===== src/rtl/ras_stack.sv =====
// ras_stack: speculative return address stack for the fetch stage.
//
// Calls push their return address and returns pop the top entry, both
// speculatively. Each outstanding predicted branch records a checkpoint of the
// stack pointer state {read_index, count} in a small FIFO. On a misprediction
// flush, the pointer state is restored from the oldest checkpoint. Stack
// contents are never restored.
//
// Ports:
//   clk            in   clock
//   rst            in   asynchronous active-high reset
//   push           in   call fetched; push new_addr
//   pop            in   return fetched; pop top
//   new_addr       in   return address to push (call pc + 4)
//   addr           out  predicted return address (current top entry)
//   valid          out  stack holds at least one entry
//   branch_fetched in   predicted branch fetched; record a checkpoint
//   branch_retired in   oldest branch resolved without flush; drop oldest checkpoint
//   branch_flush   in   misprediction; restore pointer state from oldest checkpoint
//   ckpt_full      out  checkpoint FIFO holds TRACK_DEPTH entries

module ras_stack #(
  parameter int unsigned ENTRIES     = 8,
  parameter int unsigned TRACK_DEPTH = 4
) (
  input  logic        clk,
  input  logic        rst,
  input  logic        push,
  input  logic        pop,
  input  logic [31:0] new_addr,
  output logic [31:0] addr,
  output logic        valid,
  input  logic        branch_fetched,
  input  logic        branch_retired,
  input  logic        branch_flush,
  output logic        ckpt_full
);

  localparam int unsigned IdxW = $clog2(ENTRIES);
  localparam int unsigned CntW = IdxW + 1;
  localparam int unsigned PtrW = $clog2(TRACK_DEPTH);
  localparam int unsigned OccW = PtrW + 1;

  localparam logic [CntW-1:0] CntMax = CntW'(ENTRIES);
  localparam logic [OccW-1:0] OccMax = OccW'(TRACK_DEPTH);

  typedef struct packed {
    logic [IdxW-1:0] idx;
    logic [CntW-1:0] cnt;
  } ckpt_t;

  // Stack storage and pointer state
  logic [31:0]     stack_q [ENTRIES];
  logic [IdxW-1:0] idx_q, idx_d;
  logic [CntW-1:0] cnt_q, cnt_d;
  logic            stack_we;
  logic [IdxW-1:0] stack_waddr;

  // Checkpoint FIFO
  ckpt_t           ckpt_q [TRACK_DEPTH];
  logic [PtrW-1:0] head_q, head_d;
  logic [PtrW-1:0] tail_q, tail_d;
  logic [OccW-1:0] occ_q, occ_d;
  logic            fifo_empty, fifo_full;
  logic            enq, deq;
  ckpt_t           oldest;

  assign fifo_empty = (occ_q == '0);
  assign fifo_full  = (occ_q == OccMax);
  assign oldest     = ckpt_q[head_q];

  // Stack pointer next state
  always_comb begin
    idx_d       = idx_q;
    cnt_d       = cnt_q;
    stack_we    = 1'b0;
    stack_waddr = idx_q;

    if (branch_flush) begin
      // Restore pointer state only; anything pushed speculatively stays written.
      if (!fifo_empty) begin
        idx_d = oldest.idx;
        cnt_d = oldest.cnt;
      end
    end else if (push && pop) begin
      // Tail call: replace the top entry in place.
      stack_we    = 1'b1;
      stack_waddr = idx_q;
      if (cnt_q == '0) begin
        cnt_d = CntW'(1);
      end
    end else if (push) begin
      // Wraps over the oldest entry when the stack is already full.
      stack_we    = 1'b1;
      stack_waddr = idx_q + IdxW'(1);
      idx_d       = idx_q + IdxW'(1);
      if (cnt_q != CntMax) begin
        cnt_d = cnt_q + CntW'(1);
      end
    end else if (pop) begin
      if (cnt_q != '0) begin
        idx_d = idx_q - IdxW'(1);
        cnt_d = cnt_q - CntW'(1);
      end
    end
  end

  // Checkpoint FIFO next state
  always_comb begin
    deq    = !branch_flush && branch_retired && !fifo_empty;
    // A retire in the same cycle frees the slot a full FIFO needs.
    enq    = !branch_flush && branch_fetched && (!fifo_full || deq);
    head_d = head_q;
    tail_d = tail_q;
    occ_d  = occ_q;

    if (branch_flush) begin
      head_d = '0;
      tail_d = '0;
      occ_d  = '0;
    end else begin
      if (deq) begin
        head_d = head_q + PtrW'(1);
      end
      if (enq) begin
        tail_d = tail_q + PtrW'(1);
      end
      unique case ({enq, deq})
        2'b10:   occ_d = occ_q + OccW'(1);
        2'b01:   occ_d = occ_q - OccW'(1);
        default: occ_d = occ_q;
      endcase
    end
  end

  always_ff @(posedge clk or posedge rst) begin
    if (rst) begin
      idx_q <= '0;
      cnt_q <= '0;
      for (int i = 0; i < ENTRIES; i++) begin
        stack_q[i] <= '0;
      end
    end else begin
      idx_q <= idx_d;
      cnt_q <= cnt_d;
      if (stack_we) begin
        stack_q[stack_waddr] <= new_addr;
      end
    end
  end

  always_ff @(posedge clk or posedge rst) begin
    if (rst) begin
      head_q <= '0;
      tail_q <= '0;
      occ_q  <= '0;
      for (int i = 0; i < TRACK_DEPTH; i++) begin
        ckpt_q[i] <= '0;
      end
    end else begin
      head_q <= head_d;
      tail_q <= tail_d;
      occ_q  <= occ_d;
      // Snapshot is the post-update pointer state of this same cycle.
      if (enq) begin
        ckpt_q[tail_q] <= '{idx: idx_d, cnt: cnt_d};
      end
    end
  end

  assign addr      = stack_q[idx_q];
  assign valid     = (cnt_q != '0);
  assign ckpt_full = fifo_full;

endmodule


===== config.mk =====
export PLATFORM = sky130hd
export DESIGN_NAME = ras_stack
export DESIGN_NICKNAME = d
export VERILOG_FILES = /design/src/rtl/ras_stack.sv
export SDC_FILE = /design/constraint.sdc
export NUM_CORES = 1
export LEC_CHECK = 0
export CELL_PAD_IN_SITES_DETAIL_PLACEMENT = 1
export CELL_PAD_IN_SITES_GLOBAL_PLACEMENT = 1
export CORE_MARGIN = 5
export CORE_UTILIZATION = 55
export DETAILED_ROUTE_END_ITERATION = 16
export DONT_BUFFER_PORTS = 1
export PLACE_DENSITY_LB_ADDON = 0.1
export SYNTH_ARGS = -nofsm -noshare
export SYNTH_HDL_FRONTEND = slang
export SYNTH_SLANG_ARGS = --single-unit
export TNS_END_PERCENT = 5

===== constraint.sdc =====
create_clock -name clk -period 22.7 [get_ports clk]
set_input_delay 3.405 -clock clk [delete_from_list [all_inputs] [get_ports clk]]
set_output_delay 3.405 -clock clk [all_outputs]
set_load 0.005 [all_outputs]

==> summary.md <==
| Metric | Value |
|---|---|
| Critical Path End Type | `output pin` |
| Post-Syn Area | `14,200 µm²` |
| Final setup fails | `0` |
| TritonRoute pass-1 iters | `4` |
| Maximum vdd drop | `0.0885 mV` |
| Vias | `7,824` |
| Placement Cell Area | `14,400 µm²` |
| Hold-critical path depth | `1` |
| Headroom to the max-slew limit | `24.0%` |
| GP Congestion | `0.716` |
| PnR worst setup slack | `16,210 ps` |
| Setup TNS | `0 ps` |
| Most used DFF post-synth | `dfrtp_1` |
| Ys async rst share | `100%` |
| Final period util | `28.6%` |
| Synth cell types | `64` |
| Startpoint Class | `flip-flop` |
| Pwr Density | `141 nW/µm²` |
| Worst r2r path cells | `5` |
| ANT nets after route | `0` |
| Gr usage total | `23.0%` |
| Root Driver | `clkbuf_16` |
| Initial Util | `55.3%` |
| Post-Route Skew | `18.2 ps` |
| Unrepaired setup endpoints after global routing | `no` |
| Wire length per cell | `25.6 µm` |
| Clock Latency Late Sink | `510 ps` |
| Top post-synthesis cells by area | `dfrtp_1 (52%), mux2_2 (24%), mux4_2 (11%)` |
| Core area | `25,800 µm²` |
| Die Area | `29,200 µm²` |
| Crit Path Category | `flip-flop to output pin` |
| Post-synth top area share | `52.3%` |
| CP max stage delay | `930 ps` |
| CP Buf/Inv Count | `1` |
| I/O pin total | `73` |
| Worst hold path class | `flip-flop to flip-flop` |
| Total of max-cap violations | `0` |
| Arr. time, crit path | `3080 ps` |
| Post-CTS setup buffers | `0` |
| Synth Area per Inst | `15.6 µm²` |
| Critical Path Stages | `3` |
| HPWL after DPL | `19,200 µm` |
| FF+latch count, synth | `298` |
| Synth Instances | `915` |
| Post-route cell area | `15,400 µm²` |
| Dpl ws | `16,620 ps` |
| Post-Syn Nets | `964` |
| Ratio of cells with drive above 1 in the final layout | `49.2%` |
| Leakage dissipation | `6.63 nW` |
| Input/output buffers | `0` |
| Setup slack, reg-to-reg | `18,720 ps` |
| Via/cell ratio | `6.25` |
| Area growth, synth to finish | `8.03%` |
| First DRT Iteration DRCs | `335` |
| Worst path cell trace | `buf_4, mux4_2, mux2_2` |
| Fin crit period | `6490 ps` |
| Sequential-to-total area share from yosys stat | `52.3%` |
| Post-placement cell count | `1,193` |
| Worst-path maximum fanout | `45` |
| DR DRC count | `0` |
| Post-CTS sizing | `0` |
| Largest net degree at the start of global routing | `192` |
| Clk slew on worst S/H paths | `60 ps` |
| Power, Total | `2.18 mW` |
| Final hold violation count | `0` |
| Row cnt | `59` |
| Post-Route WL | `32,100 µm` |
| Width of the die | `171 µm` |
| # nets final | `943` |
| Status | `completed` |
| Top delay family on crit path | `flip-flops` |
| Post-synth EDFFs | `0` |
| H-tree Lvls | `2` |
| Fin. max-slew vios | `0` |
| Yosys top cell by area | `dfrtp_1` |
| Slowest stage cell, crit path | `dfrtp_4` |
| Num CTS Buffers | `34` |
| Req. time, crit path | `19,300 ps` |
| Chip height | `171 µm` |
| Initial antenna violation count | `0` |
| CTS sink cnt | `298` |
| Clk buf depth | `3` |
| CTS tree | `built` |
| Hold_buf cts | `0` |
| GRT overflow | `0` |
| Peak Freq | `0.154 GHz` |
| Worst Max-Slew Pin Slew | `1140 ps` |
| Antenna cell count | `0` |
| Fin cells | `1,252` |
| Vias in the first global route | `9,200` |
| First-pass GRT wire length | `52,900 µm` |
| Synth warn | `0` |
worst reg2reg max path, stage by stage, from the launching register on:
cell and delay (ps):
dfrtp_4 1140, ha_1 460, xor2_1 140, o31ai_1 490, nand3_2 960, mux2_1 680
metal layers:
metal,track usage (%),vias to the layer above,wire length (µm)
met5,0,-,0
met4,5.89,0,624
met3,4.18,46,1410
met2,39.8,140,16500
met1,30.5,4248,13500
li1,-,3390,-
per-stage QoR:
| step | util (%) | hold slack (ps) |
|---|---|---|
| 5_1_grt | 59.7 | 513 |
| 6_report | 59.7 | 484 |
| 3_3_place_gp | 55.8 | 463 |
| 4_1_cts | 59.7 | 486 |
| 3_5_place_dp | 55.8 | 475 |
| 2_1_floorplan | - | 451 |
Yosys cell counts (all sizes together) (5+ instances only):
cell	count
nand2b	6
mux2	315
inv	9
nand2	18
clkbuf	18
o211ai	6
dfrtp	298
nor3	5
buf	47
o21ai	8
a21oi	8
nand3b	5
nor2	11
mux4	71
ha	9
nand3	9
path summary, 6_finish.rpt:
| kind | from | to |
|---|---|---|
| max | idx_q[0]$_DFF_PP0_ | addr[15] |
| min | stack_q[172]$_DFFE_PP0P_ | stack_q[172]$_DFFE_PP0P_ |
| max reg2reg | idx_q[1]$_DFF_PP0_ | stack_q[215]$_DFFE_PP0P_ |
| min reg2reg | stack_q[172]$_DFFE_PP0P_ | stack_q[172]$_DFFE_PP0P_ |
| max in group asynchronous | rst | idx_q[0]$_DFF_PP0_ |
| min in group asynchronous | rst | stack_q[94]$_DFFE_PP0P_ |
cell type report:
class,instances,area [µm²]
flip-flops and latches,298,7470
inverters,9,41.3
clock inverters,6,36.3
well taps,335,419
clock buffers,53,993
multi-input cells,543,6360
fillers,2299,10400
repair buffers,8,72.6
state kept, by name, summed over array words and instances (netlist names):
name / count
cnt_q: 4
occ_q: 3
ckpt_q: 28
idx_q: 3
tail_q: 2
stack_q: 256
head_q: 2
logic make-up after synthesis:
logic type | after synthesis | synth area share (%)
flops | 298 | 52.3
buf+inv | 74 | 3.00
mux | 390 | 36.6
compound gates | 51 | 2.58
xor+xnor | 8 | 0.492
simple gates | 84 | 4.10
fa+ha+maj | 10 | 0.931
power breakdown:
| part | total (mW) | switching (mW) | internal [mW] |
|---|---|---|---|
| Combinational | 0.702 | 0.256 | 0.446 |
| Clock | 0.506 | 0.206 | 0.300 |
| Sequential | 0.969 | 0.187 | 0.782 |
| Total | 2.18 | 0.648 | 1.53 |
placed cells by master (no fill, tap or decap), types with 3 or more instances in the layout:
| cell type | count |
|---|---|
| nor4bb_1 | 3 |
| dfrtp_1 | 295 |
| nor2_1 | 10 |
| nand3_1 | 8 |
| a21o_1 | 4 |
| nor4b_1 | 4 |
| and3b_1 | 3 |
| nand2b_1 | 6 |
| or3_1 | 3 |
| mux2_1 | 9 |
| nor3_4 | 3 |
| and4_1 | 4 |
| o21ai_0 | 8 |
| clkbuf_8 | 5 |
| inv_1 | 8 |
| mux2_4 | 3 |
| clkbuf_16 | 35 |
| o211ai_1 | 6 |
| ha_1 | 9 |
| clkbuf_1 | 13 |
| xor2_1 | 4 |
| o21a_1 | 4 |
| mux2_2 | 303 |
| clkinv_2 | 4 |
| mux4_2 | 71 |
| nand2_1 | 18 |
| mux2i_1 | 3 |
| a21oi_1 | 8 |
| buf_4 | 7 |
| a211oi_1 | 4 |
| xnor2_1 | 4 |
(Power assumes the default switching activity.)
